[config.mk]
export PLATFORM = sky130hd
export DESIGN_NAME = pipe_hazard_ctrl
export DESIGN_NICKNAME = d
export VERILOG_FILES = /design/src/rtl/pipe_ctrl_pkg.sv /design/src/rtl/load_use_detect.sv /design/src/rtl/pipe_hazard_ctrl.sv
export SDC_FILE = /design/constraint.sdc
export NUM_CORES = 1
export LEC_CHECK = 0
export ABC_AREA = 1
export BUFFER_PORTS_ARGS = -buffer_cell sky130_fd_sc_hd__buf_4
export CAP_MARGIN = 20
export CORE_MARGIN = 3
export CORE_UTILIZATION = 47
export DETAILED_ROUTE_END_ITERATION = 10
export PLACE_DENSITY = 0.74
export SETUP_SLACK_MARGIN = 0.05
export SYNTH_ARGS = -nofsm -noshare
export SYNTH_HDL_FRONTEND = slang
export SYNTH_SLANG_ARGS = --single-unit
[constraint.sdc]
create_clock -name CLK -period 1.8 [get_ports CLK]
set_input_delay 0.18 -clock CLK [delete_from_list [all_inputs] [get_ports CLK]]
set_output_delay 0.18 -clock CLK [all_outputs]
set_load 0.005 [all_outputs]
[src/rtl/pipe_ctrl_pkg.sv]
// Shared types for the pipeline hazard sequencer: FSM states, register-zero index and control bundle.
package pipe_ctrl_pkg;

  typedef enum logic [1:0] {
    RUN      = 2'd0,
    MEM_WAIT = 2'd1,
    ERROR    = 2'd2
  } state_t;

  localparam logic [4:0] REG_ZERO = 5'd0;

  typedef struct packed {
    logic pc_en;
    logic if_id_en;
    logic if_id_flush;
    logic id_ex_en;
    logic id_ex_flush;
    logic ex_mem_en;
    logic mem_wb_bubble;
  } ctrl_t;

  localparam ctrl_t CTRL_RUN    = '{pc_en: 1'b1, if_id_en: 1'b1, if_id_flush: 1'b0, id_ex_en: 1'b1,
                                    id_ex_flush: 1'b0, ex_mem_en: 1'b1, mem_wb_bubble: 1'b0};
  localparam ctrl_t CTRL_FREEZE = '{pc_en: 1'b0, if_id_en: 1'b0, if_id_flush: 1'b0, id_ex_en: 1'b0,
                                    id_ex_flush: 1'b0, ex_mem_en: 1'b0, mem_wb_bubble: 1'b1};
  localparam ctrl_t CTRL_REDIR  = '{pc_en: 1'b1, if_id_en: 1'b1, if_id_flush: 1'b1, id_ex_en: 1'b1,
                                    id_ex_flush: 1'b1, ex_mem_en: 1'b1, mem_wb_bubble: 1'b0};
  localparam ctrl_t CTRL_LU     = '{pc_en: 1'b0, if_id_en: 1'b0, if_id_flush: 1'b0, id_ex_en: 1'b1,
                                    id_ex_flush: 1'b1, ex_mem_en: 1'b1, mem_wb_bubble: 1'b0};

endpackage

[src/rtl/load_use_detect.sv]
// Combinational load-use comparator: the ID instruction reads a register a load in EX has not yet produced.
module load_use_detect
  import pipe_ctrl_pkg::*;
(
  input  logic [4:0] if_id_rs1,
  input  logic [4:0] if_id_rs2,
  input  logic       if_id_use_rs1,
  input  logic       if_id_use_rs2,
  input  logic [4:0] id_ex_rd,
  input  logic       id_ex_mem_rd,
  output logic       load_use
);

  assign load_use = id_ex_mem_rd & (id_ex_rd != REG_ZERO) &
                    ((if_id_use_rs1 & (id_ex_rd == if_id_rs1)) |
                     (if_id_use_rs2 & (id_ex_rd == if_id_rs2)));

endmodule

[src/rtl/pipe_hazard_ctrl.sv]
// Stall/flush sequencer for the 5-stage pipeline: load-use bubble, redirect flush, dmem freeze with timeout.
// Optional PIPE_PERF_CNT_EN adds stall_cycles / flush_events counters.
module pipe_hazard_ctrl
  import pipe_ctrl_pkg::*;
#(
  parameter int MEM_TIMEOUT = 64,
  parameter int CNT_W       = 7
) (
  input  logic       CLK,
  input  logic       rst,
  input  logic [4:0] if_id_rs1,
  input  logic [4:0] if_id_rs2,
  input  logic       if_id_use_rs1,
  input  logic       if_id_use_rs2,
  input  logic [4:0] id_ex_rd,
  input  logic       id_ex_mem_rd,
  input  logic       ex_redirect,
  input  logic       mem_req,
  input  logic       dmem_ready,
  output logic       pc_en,
  output logic       if_id_en,
  output logic       if_id_flush,
  output logic       id_ex_en,
  output logic       id_ex_flush,
  output logic       ex_mem_en,
  output logic       mem_wb_bubble,
  output logic       mem_err
`ifdef PIPE_PERF_CNT_EN
  ,
  output logic [31:0] stall_cycles,
  output logic [31:0] flush_events
`endif
);

  state_t           state_q, state_d;
  logic [CNT_W-1:0] cnt_q, cnt_d;
  logic             err_q, err_d;
  ctrl_t            ctrl;
  logic             load_use;
  logic             mem_stall;
  logic             redirect;

  // Inputs are masked during reset so the outputs show the plain RUN decode.
  assign mem_stall = ~rst & mem_req & ~dmem_ready;
  assign redirect  = ~rst & ex_redirect;

  load_use_detect u_load_use_detect (
    .if_id_rs1     (if_id_rs1),
    .if_id_rs2     (if_id_rs2),
    .if_id_use_rs1 (if_id_use_rs1),
    .if_id_use_rs2 (if_id_use_rs2),
    .id_ex_rd      (id_ex_rd),
    .id_ex_mem_rd  (id_ex_mem_rd & ~rst),
    .load_use      (load_use)
  );

  always_ff @(posedge CLK or posedge rst) begin
    if (rst) begin
      state_q <= RUN;
      cnt_q   <= '0;
      err_q   <= 1'b0;
    end else begin
      state_q <= state_d;
      cnt_q   <= cnt_d;
      err_q   <= err_d;
    end
  end

  always_comb begin
    ctrl    = CTRL_RUN;
    state_d = state_q;
    cnt_d   = cnt_q;
    err_d   = err_q;
    case (state_q)
      ERROR: ctrl = CTRL_FREEZE;
      default: begin
        if (mem_stall) begin
          ctrl = CTRL_FREEZE;
          if (state_q != MEM_WAIT) begin
            state_d = MEM_WAIT;
            cnt_d   = CNT_W'(1);
          end else if (cnt_q == CNT_W'(MEM_TIMEOUT - 1)) begin
            state_d = ERROR;
            err_d   = 1'b1;
          end else begin
            cnt_d = cnt_q + CNT_W'(1);
          end
        end else begin
          // A redirect held through a freeze is honoured here, on the release cycle.
          if (redirect)      ctrl = CTRL_REDIR;
          else if (load_use) ctrl = CTRL_LU;
          state_d = RUN;
          cnt_d   = '0;
        end
      end
    endcase
  end

  assign pc_en         = ctrl.pc_en;
  assign if_id_en      = ctrl.if_id_en;
  assign if_id_flush   = ctrl.if_id_flush;
  assign id_ex_en      = ctrl.id_ex_en;
  assign id_ex_flush   = ctrl.id_ex_flush;
  assign ex_mem_en     = ctrl.ex_mem_en;
  assign mem_wb_bubble = ctrl.mem_wb_bubble;
  assign mem_err       = err_q;

`ifdef PIPE_PERF_CNT_EN
  always_ff @(posedge CLK or posedge rst) begin
    if (rst) begin
      stall_cycles <= '0;
      flush_events <= '0;
    end else begin
      if (!ctrl.pc_en)      stall_cycles <= stall_cycles + 32'd1;
      if (ctrl.if_id_flush) flush_events <= flush_events + 32'd1;
    end
  end
`endif

endmodule

==> insert_results.sql <==
INSERT INTO impl_metrics (metric_group, metric, value, unit) VALUES
('logic_synthesis', 'post_synth_num_cell_types', '19', ''),
('detailed_routing', 'first_iter_violations', '22', ''),
('worst_setup_path', 'path_max_fanout', '5', ''),
('detailed_routing', 'drc_errors', '0', ''),
('cells_and_area', 'ff_latch_area', '250', 'um^2'),
('cells_and_area', 'nFillCells', '130', ''),
('worst_setup_path', 'startpoint', 'state_q[1]', ''),
('clock_tree', 'tritoncts', 'done', ''),
('outcome', 'status', 'finished, final reports clean', ''),
('placement', 'placed_cells', '177', ''),
('sta', 'grt_setup_unrepaired', 'no', ''),
('logic_synthesis', 'synthesis.yosys.warnings', '0', ''),
('worst_setup_path', 'critical_path.reg2reg.startpoint', 'cnt_q[0]', ''),
('logic_synthesis', 'synth_sequential_area_ratio', '0.309', ''),
('floorplan', 'design.die.area', '2260', 'um^2'),
('worst_setup_path', 'crit_path_end', 'id_ex_flush', ''),
('worst_setup_path', 'timing.critical_path.cells', 'inv_1 -> nor2_1 -> nor2_1 -> inv_1 -> o21ai_2 -> buf_4', ''),
('power', 'power_density', '512', 'nW/um^2'),
('power', 'seq_power_share', '0.403', ''),
('grt', 'number_of_antenna_violations_at_the_first_check_in_global_routing', '0', ''),
('worst_setup_path', 'endpoint_kind', 'output port', ''),
('hold_path', 'min_delay_path_depth', '4', ''),
('floorplan', 'floorplan.initialDensity', '0.520', ''),
('hold_path', 'holdCritPathClass', 'primary input to flop', ''),
('detailed_routing', 'detail_route.vias_per_cell', '4.95', ''),
('logic_synthesis', 'synthesis.area', '811', 'um^2'),
('grt', 'total_grt_usage', '0.192', ''),
('clock_tree', 'clk_latency', '0.27', 'ns'),
('clock_tree', 'cts-htree-levels', '1', ''),
('floorplan', 'floorplan_die_width', '47.5', 'um'),
('grt', 'grt_start_max_net_pins', '10', ''),
('power', 'netSwitchingPower', '150', 'uW'),
('worst_setup_path', 'critical_path.top_delay_family', 'flip-flops', ''),
('clock_tree', 'clockRootBuffer', 'sky130_fd_sc_hd__clkbuf_4', ''),
('cells_and_area', 'area_delta_synth_final', '36.9', '%'),
('placement', 'place.detailed.hpwl', '1.56', 'mm'),
('detailed_routing', 'routed_wirelength', '1.97', 'mm'),
('power', 'power.ir.vdd_worst', '297', 'uV'),
('power', 'power.clock.fraction', '0.366', ''),
('sta', 'clock_skew', '0.00228', 'ns'),
('placement', 'buffer_ports.inserted', '30', ''),
('grt', 'grt_first_pass_wirelength', '3.12', 'mm'),
('placement', 'post_dp_cell_area', '1050', 'um^2'),
('sta', 'worst_pin_slew', '0.305', 'ns'),
('worst_setup_path', 'cp_data_required_time', '1.62', 'ns'),
('worst_setup_path', 'critical_path_arrival', '1.43', 'ns'),
('logic_synthesis', 'yosys_register_bits', '10', ''),
('sta', 'final_period_minus_worst_setup_slack', '1.61', 'ns'),
('flow_run', 'max_cap_violations', '0', ''),
('cells_and_area', 'fin_cells', '184', ''),
('cells_and_area', 'final_cell_area', '1110', 'um^2'),
('sta', 'layout_worst_path_cycle_share', '0.894', ''),
('floorplan', 'pin_count', '31', ''),
('cells_and_area', 'multiInputGateArea', '442', 'um^2'),
('sta', 'sum_of_negative_setup_slack', '0', 'ns'),
('worst_setup_path', 'critical_path.reg2reg.endpoint', 'cnt_q[3]', ''),
('power', 'internal-power', '419', 'uW'),
('cells_and_area', 'finalNetCount', '193', ''),
('logic_synthesis', 'post_synth_inst_count', '132', ''),
('floorplan', 'fp.coreArea', '1560', 'um^2'),
('sta', 'maxSlewViolCount', '0', ''),
('worst_setup_path', 'worst_path_largest_cell_delay', '0.37', 'ns'),
('clock_tree', 'cts.clk_slew.worst_paths', '0.07', 'ns'),
('worst_setup_path', 'cp_num_buf_inv', '3', ''),
('detailed_routing', 'drt.antenna.violating_nets', '0', ''),
('logic_synthesis', 'synth.avg_cell_area', '6.14', 'um^2'),
('logic_synthesis', 'synthesis.nets', '156', ''),
('power', 'fin_total_pwr', '568', 'uW'),
('floorplan', 'die_y', '47.5', 'um'),
('power', 'combinationalPowerShare', '0.231', ''),
('sta', 'setup_violations', '0', '');
[final cells by class]
class	count	area share
sequential	10	0.225
timing repair buffer	34	0.232
tap	16	0.0180
clock buffer	4	0.0327
inverter	27	0.0936
multi-input combinational	93	0.398
[through the flow]
| step | util | setup slack (ns) |
|---|---|---|
| 3_5_place_dp | 0.673 | 0.398 |
| 4_1_cts | 0.702 | 0.0685 |
| 6_report | 0.712 | 0.190 |
| 3_3_place_gp | 0.673 | 0.375 |
| 5_1_grt | 0.712 | 0.0698 |
| 2_1_floorplan | - | 0.538 |
[worst min-delay path, cell delays in order]
cell and delay [ns]:
sky130_fd_sc_hd__buf_4 0.07, sky130_fd_sc_hd__nor2_1 0.03, sky130_fd_sc_hd__nand2_1 0.12, sky130_fd_sc_hd__a211oi_1 0.06
[power by group through the flow]
| stage | sequential (uW) | combinational, uW | clock [uW] |
|---|---|---|---|
| 6_report | 229 | 131 | 208 |
| 5_1_grt | 230 | 149 | 223 |
| 3_5_place_dp | 234 | 126 | 0 |
| 2_1_floorplan | 233 | 60.3 | 0 |
| 4_1_cts | 229 | 129 | 211 |
| 3_3_place_gp | 233 | 124 | 0 |
[registers in the layout, indices dropped and copies added (netlist names)]
name / count
mem_err: 1
cnt_q: 7
state_q: 2
[metal layers]
layer	global-route usage	up-vias	part of all wire	wire (um)
li1	-	474	-	-
met1	0.263	404	0.48	935
met2	0.302	31	0.44	865
met3	0.0526	2	0.081	160
met4	0.0430	0	0.0031	6
met5	0	-	0	0
[cells in the mapped netlist]
cell type	instances	area share
sky130_fd_sc_hd__nand2_2	1	0.0077
sky130_fd_sc_hd__nor3_2	1	0.012
sky130_fd_sc_hd__nand2_1	45	0.21
sky130_fd_sc_hd__inv_1	26	0.12
sky130_fd_sc_hd__nor3b_1	1	0.0093
sky130_fd_sc_hd__nand3_2	2	0.025
sky130_fd_sc_hd__ha_1	1	0.015
sky130_fd_sc_hd__o21ai_0	6	0.037
sky130_fd_sc_hd__nand3_1	7	0.043
sky130_fd_sc_hd__nand4_1	4	0.031
sky130_fd_sc_hd__dfrtp_1	10	0.31
sky130_fd_sc_hd__nand2_4	1	0.014
sky130_fd_sc_hd__nor3_1	1	0.0062
sky130_fd_sc_hd__or2_2	2	0.015
sky130_fd_sc_hd__inv_4	1	0.0077
sky130_fd_sc_hd__buf_4	2	0.019
sky130_fd_sc_hd__o21ai_2	3	0.032
sky130_fd_sc_hd__nor2_1	17	0.079
sky130_fd_sc_hd__a211oi_1	1	0.0093
[what timing repair did]
item,CTS,global route
setup endpoints to repair,0,3
hold buffers,1,0
hold endpoints to repair,4,0
resized for setup,0,1
buffers inserted,0,2
[how the worst min path moves through the flow]
| stage | from | endpoint | slack, ns |
|---|---|---|---|
| 2_1_floorplan | rst | cnt_q[0] | 0.04 |
| 3_3_place_gp | rst | cnt_q[6] | 0.14 |
| 3_5_place_dp | rst | state_q[1] | 0.13 |
| 4_1_cts | dmem_ready | state_q[0] | 0.23 |
| 5_1_grt | mem_req | state_q[0] | 0.27 |
| 6_report | dmem_ready | state_q[0] | 0.24 |
[cells by family (layout without fill, tap and decap cells)]
logic type / count (synthesis) / count (layout) / synth area share
flip-flops: 10 / 10 / 0.309
AND/OR/NAND/NOR: 82 / 82 / 0.451
adder cells (fa/ha/maj): 1 / 1 / 0.0154
AO/OA/AOI/OAI: 10 / 10 / 0.0787
buffers and inverters: 29 / 65 / 0.147
Note: power is estimated with default switching activity, not from simulation.
